### src/rtl/chameleon_cdtv_ir_tx.sv
// CDTV infrared remote transmitter: serialises a 12-bit code plus its complement into the
// active-low baseband IR waveform, with auto-repeat frames while hold is high.
module chameleon_cdtv_ir_tx #(
  parameter int unsigned LEADER_US        = 9000,
  parameter int unsigned LEADER_GAP_US    = 4500,
  parameter int unsigned REPEAT_GAP_US    = 2250,
  parameter int unsigned MARK_US          = 400,
  parameter int unsigned ZERO_SPACE_US    = 400,
  parameter int unsigned ONE_SPACE_US     = 1200,
  parameter int unsigned REPEAT_PERIOD_US = 60000
) (
  input  logic        clk,
  input  logic        reset,
  input  logic        ena_1mhz,
  input  logic [11:0] code,
  input  logic        send,
  input  logic        hold,
  output logic        busy,
  output logic        ir
);

  typedef enum logic [3:0] {
    StIdle, StLead, StLgap, StBmark, StBspace, StStop, StRwait, StRlead, StRgap, StRmark
  } state_e;

  state_e      state_q, state_d;
  logic [13:0] dur_q, dur_d, phase_len;
  logic [16:0] per_q, per_d;
  logic [23:0] shreg_q, shreg_d;
  logic [4:0]  bit_q, bit_d;
  logic        phase_done, period_done;
  logic        ir_d, busy_d;

  always_comb begin
    unique case (state_q)
      StLead, StRlead: phase_len = 14'(LEADER_US);
      StLgap:          phase_len = 14'(LEADER_GAP_US);
      StRgap:          phase_len = 14'(REPEAT_GAP_US);
      StBspace:        phase_len = shreg_q[bit_q] ? 14'(ONE_SPACE_US) : 14'(ZERO_SPACE_US);
      default:         phase_len = 14'(MARK_US);
    endcase
  end

  // A phase of N ticks ends on the Nth tick after entry.
  assign phase_done  = ena_1mhz && (dur_q == phase_len - 14'd1);
  assign period_done = ena_1mhz && (per_q >= 17'(REPEAT_PERIOD_US - 1));

  always_comb begin
    state_d = state_q;
    shreg_d = shreg_q;
    bit_d   = bit_q;
    per_d   = per_q;
    if (state_q != StIdle && ena_1mhz && per_q != '1) begin
      per_d = per_q + 17'd1;
    end

    unique case (state_q)
      StIdle: begin
        if (send) begin
          shreg_d = {code, ~code};
          per_d   = '0;
          bit_d   = 5'd23;
          state_d = StLead;
        end
      end
      StLead: if (phase_done) state_d = StLgap;
      StLgap: begin
        if (phase_done) begin
          bit_d   = 5'd23;
          state_d = StBmark;
        end
      end
      StBmark: if (phase_done) state_d = StBspace;
      StBspace: begin
        if (phase_done) begin
          if (bit_q == 5'd0) begin
            state_d = StStop;
          end else begin
            bit_d   = bit_q - 5'd1;
            state_d = StBmark;
          end
        end
      end
      StStop, StRmark: if (phase_done) state_d = hold ? StRwait : StIdle;
      StRwait: begin
        if (!hold) begin
          state_d = StIdle;
        end else if (period_done) begin
          per_d   = '0;
          state_d = StRlead;
        end
      end
      StRlead: if (phase_done) state_d = StRgap;
      StRgap:  if (phase_done) state_d = StRmark;
      default: state_d = StIdle;
    endcase

    dur_d = dur_q;
    if (state_d != state_q || state_q == StIdle) begin
      dur_d = '0;
    end else if (ena_1mhz) begin
      dur_d = dur_q + 14'd1;
    end

    // Outputs are registered from the next state so they change on the transition edge.
    ir_d   = !(state_d inside {StLead, StBmark, StStop, StRlead, StRmark});
    busy_d = (state_d != StIdle);
  end

  always_ff @(posedge clk or posedge reset) begin
    if (reset) begin
      state_q <= StIdle;
      dur_q   <= '0;
      per_q   <= '0;
      shreg_q <= '0;
      bit_q   <= '0;
      ir      <= 1'b1;
      busy    <= 1'b0;
    end else begin
      state_q <= state_d;
      dur_q   <= dur_d;
      per_q   <= per_d;
      shreg_q <= shreg_d;
      bit_q   <= bit_d;
      ir      <= ir_d;
      busy    <= busy_d;
    end
  end

endmodule

### config.mk
export PLATFORM = sky130hd
export DESIGN_NAME = chameleon_cdtv_ir_tx
export DESIGN_NICKNAME = d
export VERILOG_FILES = /design/src/rtl/chameleon_cdtv_ir_tx.sv
export SDC_FILE = /design/constraint.sdc
export NUM_CORES = 1
export LEC_CHECK = 0
export ABC_AREA = 1
export CORE_MARGIN = 1
export CORE_UTILIZATION = 50
export CTS_CLUSTER_SIZE = 20
export DETAILED_ROUTE_END_ITERATION = 8
export DONT_BUFFER_PORTS = 1
export GPL_ROUTABILITY_DRIVEN = 1
export HOLD_SLACK_MARGIN = 0.1
export PLACE_DENSITY = 0.68
export SLEW_MARGIN = 20
export SYNTH_ARGS = -nofsm -noshare
export SYNTH_HDL_FRONTEND = slang
export SYNTH_SLANG_ARGS = --single-unit
### constraint.sdc
create_clock -name clk -period 2.6 [get_ports clk]
set_input_delay 0.26 -clock clk [delete_from_list [all_inputs] [get_ports clk]]
set_output_delay 0.26 -clock clk [all_outputs]
set_load 0.01 [all_outputs]
# Yosys cells after proc, flatten, opt, wreduce, memory -nomap -nowiden
# Index checks and enable logic that the tools add are counted.
# classes
addsub,4
bitwise,1
muxes,29
eq_ne,21
reduce_logical,17
n_lt_le_gt_ge,2
# op_table
op,n
two-way mux 17 bit,4
one-hot mux 14 bit (4 select lines),1
two-way mux 4 bit,10
one-hot mux 4 bit (9 select lines),1
one-hot mux 17 bit (2 select lines),1
two-way mux 14 bit,2
"== test 4 x 3 -> 1 bit, second input constant",6
two-way mux 5 bit,4
"adder 17 x 1 -> 17 bit, second input constant",1
">= comparator 17 x 16 -> 1 bit, second input constant",1
"inequality test 17 bit, second input constant",1
one-hot mux 5 bit (3 select lines),1
"adder 14 x 1 -> 14 bit, second input constant",1
== test 14 bit,1
"subtractor 14 x 1 -> 14 bit, second input constant",1
"== test 4 x 2 -> 1 bit, second input constant",3
"== test 4 bit, second input constant",3
NOT 12 bit,1
two-way mux 11 bit,1
"== test 4 x 1 -> 1 bit, second input constant",2
"inequality test 2 bit, second input constant",4
nonzero test 4 bit,2
"< comparator 5 x 6 -> 1 bit, second input constant",1
two-way mux 3 bit,2
other kinds (15),19
# totals
wordCells,81
ff_bits,66
in_bits,17
output_inout_bits,2

# Depth between registers and ports, before layout
# depth
ltp_word,12
ltp_mapped,24
ltp_nobuf,22

# Worst setup path before layout
# No wires, ideal clock.
# synth_timing
path_type,reg2reg
start,reg state_q[2]
end,reg dur_q[0]
setup_time_ns,0.124
slack_ns,-0.206
n_path_buf,2
path_stages_with_launch,22
arrival_ns,2.682
cell_sequence,dfrtp_1 inv_1 nand2_1 nor3_2 inv_1 ha_1 xor2_1 nand4_1 nor2_1 nand3_1 nor2_2 o21ai_2 nor2_4 nand2_1 buf_6 nor2_2 o21bai_1 nand2_1 nand3_2 nand2_4 buf_12 nor2_4
# synth_between
elab_chain_len,11
elab_cells_between_ends,31
cone_classes,add/sub: 1; eq/ne: 11; mux: 13; reduce/logical: 6
# synth_rtl
element,line,text
from (decl),26,"state_e state_q, state_d;"
from (signal assigned),112,state_q <= StIdle;
from (signal assigned),120,state_q <= state_d;
== test 4 x 3 -> 1 bit / == test 4 x 1 -> 1 bit (equally long branches),"35, 57",
OR reduction 2 bit,35,unique case (state_q)
one-hot mux 14 bit (4 select lines),35,
subtractor 14 x 1 -> 14 bit,45,assign phase_done = ena_1mhz && (dur_q == phase_len - 14'd1);
== test 14 bit,45,
logical AND 1 bit,45,
"two-way mux 4 bit, or another cell as far along",94,StRgap: if (phase_done) state_d = StRmark;
one-hot mux 4 bit (9 select lines),57,unique case (state_q)
inequality test 4 bit,99,if (state_d != state_q || state_q == StIdle) begin
logical OR 1 bit (*),99,
two-way mux 14 bit / nonzero test 2 bit (equally long branches),-,
to (signal assigned),121,dur_q <= dur_d;
to (decl),27,"logic [13:0] dur_q, dur_d, phase_len;"
# Mark *: on every way between the ends. The rest lies on a longest branch, timed or not.
# A chain may end at the register's enable or synchronous reset.

# Final worst setup path
# layout_timing
start,reg state_q[3]
end,reg dur_q[8]
# The elaborated chain is that of the path after synthesis.

==> out/qor.yml <==
run_status:
  outcome: "complete, but fails checks"
  violations: "setup timing"
setup_path:
  criticalPathCategory: "reg -> reg"
  cp_slowest_cell: "dfrtp_1"
  reg2reg_from: "state_q[3]$_DFF_PP0_"
  r2r_setup_slack_ns: -0.15
  end_kind: "flop"
  crit_chain: "inv_2 -> nand2_4 -> nor3_4 -> inv_2 -> ha_4 -> xor2_1 -> nand4_1 -> nor2_1 -> nand3_1 -> nor2_2 -> o21ai_2 -> nor2_4 -> nand2_4 -> buf_6 -> nand2_4 -> nand2_2 -> o21ai_2 -> inv_2 -> nand3_4 -> nand2_8 -> nor2_4"
  arrival_ns: 3.02
  crit_buf_inv: 4
  cp_max_fo: 7
  path_delay_family: "simple AND/OR/NAND/NOR gates"
  worstSetupStartpointType: "flop"
  cp.required_ns: 2.87
  reg2regPathDepth: 21
  max_stage_delay_ns: 0.39
  r2r-end: "dur_q[8]$_DFFE_PP0P_"
finish:
  fillers: 615
  nets: 564
  n_antenna_cell: 0
  area_growth_syn_to_layout_pct: 25.56
  ff_latch_area_sq_mm: 0.001654
  multi_input_area_sq_mm: 0.002108
  drive_above_1_share_pct: 26.51
detailed_routing:
  drt-vias-per-instance: 5.206
  drtIter0Drc: 129
  ant_nets: 0
  wl_microns: 8588
  drc: 0
  via_count: 3363
  dr.pass1.iters: 4
  wl_per_cell_microns: 13.29
yosys:
  synth_top_cell_area_share_pct: 42.17
  synthFlopType: "dfrtp_1"
  ys_seq_area_share_pct: 42.85
  synth-seq-cells: 66
  synth_edf_count: 0
  synth_nets: 505
  yosys_warnings: 0
  syn_area_per_cell_sq_um: 7.986
  synth.area.top_cells: "dfrtp_1 (42%), nand2_1 (9.0%), inv_1 (6.1%)"
  syn_inst: 483
  synth_top_area_cell: "dfrtp_1"
  netlist_area_sq_mm: 0.003857
  ys_async_sr_fraction_pct: 100.0
  ys_types: 40
sta:
  max_freq_mhz: 363.7
  finalHoldViolations: 0
  min_period_ns: 2.750
  timing.hold.ws_ns: 0.1070
  maxSlewViolCount: 0
  tightest_slew_ns: 0.5104
  rsz0062_at_grt: "true"
  setup_viol: 18
  skew_ns: 0.006264
  final.setup.tns_ns: -2.137
  timing.final.crit_share_pct: 105.8
  slew_headroom_pct: 65.93
  finalWorstSetupSlack_ns: -0.1498
clocking:
  clock_sinks: 66
  cts_buffers: 9
  htreeDepth: 3
  clock_latency_ns: 0.34
  clockBufferDepth: 2
  cts_tree: "done"
  clk_pin_slew_worst_paths_ns: 0.07
  root_buffer: "clkbuf_8"
global_routing:
  grt_first_pass_wirelength_microns: 14500
  antenna_found_initial: 0
  grt_use_total_pct: 22.24
  first_global_vias: 3212
  grt_start_max_net_pins: 29
  grt-ovfl-total: 0
die:
  die_height_microns: 89.84
  dieArea_sq_mm: 0.008070
  core-area_sq_mm: 0.007370
  die_width_microns: 89.84
  rows: 31
  initial_core_util_pct: 52.34
  top_level_ports: 19
min_path:
  min_to: "shreg_q[12]$_DFFE_PP0P_"
  min_path_cells: 2
  hold_class: "in -> reg"
  worstHoldStart: "code[0]"
placement:
  place.gp.congestion: 0.9145
  dp_hpwl_microns: 6025
  port_buffers: 0
power:
  p_leak_nw: 2.224
  ir_worst_vdd_v: 0.0003574
  cellPowerDensity_mw_per_mm2: 666.1
flow_run:
  drv_cap: 0
==> metal layers <==
metal / track usage [%] / share of wire (%) / vias up
li1: - / - / 1667
met5: 0 / 0 / -
met4: 6.831 / 1.0 / 0
met1: 28.82 / 45 / 1630
met3: 3.215 / 2.7 / 9
met2: 38.40 / 51 / 57
==> worst reg2reg max path, delay by kind of cell (launching register included) <==
kind | cells | cell delay [ns]
compound gates | 2 | 0.22
xor+xnor | 1 | 0.15
fa+ha+maj | 1 | 0.26
buf+inv | 4 | 0.36
flops | 1 | 0.39
simple gates | 13 | 1.30
==> Yosys cell counts, types with 2 or more instances <==
master     n
clkbuf_1   4
buf_6      2
inv_2      6
nand4_2    2
nand2_1   92
dfrtp_1   65
o21ai_0   18
o21ai_1    3
o211ai_1   2
a21oi_1   18
xnor2_1    2
nand2_2    4
nor2_2     4
o21a_1     7
nand2_4    2
buf_2      2
ha_1       5
nand3_2    2
inv_1     63
nor2_1    54
nor3_2     2
nor3_1    14
nor4_1     3
nand4_1    6
xor2_1    25
o21bai_1   7
nor2_4    13
a21oi_2    2
nand3_1   42
o21ai_2    2
==> area by class of cell <==
type | count | share of cell area (%)
multi-input combinational | 339 | 43.53
clock inverter | 6 | 1.860
timing repair buffer | 57 | 9.713
tap | 99 | 2.557
clock buffer | 10 | 2.842
sequential | 66 | 34.15
inverter | 69 | 5.347
==> layout by cell type (no fill, tap or decap), types with 10 or more instances in the layout <==
cell type | netlist | final
buf_4 | 1 | 45
o21ai_0 | 18 | 12
inv_2 | 6 | 10
inv_1 | 63 | 59
dfrtp_1 | 65 | 64
clkbuf_8 | 0 | 10
nor2_1 | 54 | 45
nor3_1 | 14 | 10
nand3_1 | 42 | 39
nor2_4 | 13 | 17
nand2_2 | 4 | 11
xor2_1 | 25 | 24
nand2_1 | 92 | 82
a21oi_1 | 18 | 17
==> registers in the layout (all words and copies together), names as in the netlist <==
name and flops:
dur_q 14, bit_q 5, shreg_q 24, busy 1
state_q 4, per_q 17, ir 1
==> cell families (layout without fill, tap and decap cells) <==
group                      count (synthesis)  in the layout  synth area share, %
AOI/OAI and AO/OA                         63             63                9.861
xor gates and xnor gates                  27             27                6.130
adders and majority gates                  5              5                1.622
buffers and inverters                     79            142                8.660
DFF                                       66             66                42.85
muxes                                      1              1               0.2595
and+or+nand+nor                          242            243                30.62
==> stage by stage <==
stage               worst slack (ns)  instance area, sq um  utilization (%)  instances  power, mW
global placement             -0.1760                  4220            57.27        609      2.154
global route                 -0.3726                  4843            65.72        646      3.447
CTS                          -0.1755                  4613            62.60        637      3.213
detailed placement           -0.2740                  4220            57.27        609      2.184
finish                       -0.1498                  4843            65.72        646      3.226
floorplan                    -0.1320                  3881                -        483      1.995
==> how the worst max path moves through the flow <==
stage	start	depth (start not counted)	end	slack [ns]
floorplan	state_q[3]$_DFF_PP0_	21	dur_q[0]$_DFFE_PP0P_	-0.13
global placement	state_q[3]$_DFF_PP0_	20	dur_q[12]$_DFFE_PP0P_	-0.18
detailed placement	state_q[3]$_DFF_PP0_	20	dur_q[11]$_DFFE_PP0P_	-0.27
CTS	state_q[3]$_DFF_PP0_	21	dur_q[7]$_DFFE_PP0P_	-0.18
global route	state_q[3]$_DFF_PP0_	21	dur_q[5]$_DFFE_PP0P_	-0.37
finish	state_q[3]$_DFF_PP0_	21	dur_q[8]$_DFFE_PP0P_	-0.15
==> timing repair <==
item / in CTS / in global routing
gates cloned: 1 / 0
setup endpoints to repair: 21 / 31
hold endpoints to repair: 29 / 0
hold buffers: 9 / 0
gates resized for setup: 12 / 43
buffers inserted: 2 / 10
pin swaps: 9 / 14
==> power by group <==
part | internal, mW | leakage [nW] | switching [mW]
combinational | 0.370 | 1.28 | 0.494
clock | 0.568 | 0.112 | 0.417
sequential | 1.23 | 0.827 | 0.148
total | 2.17 | 2.22 | 1.06
(Power assumes the default switching activity.)
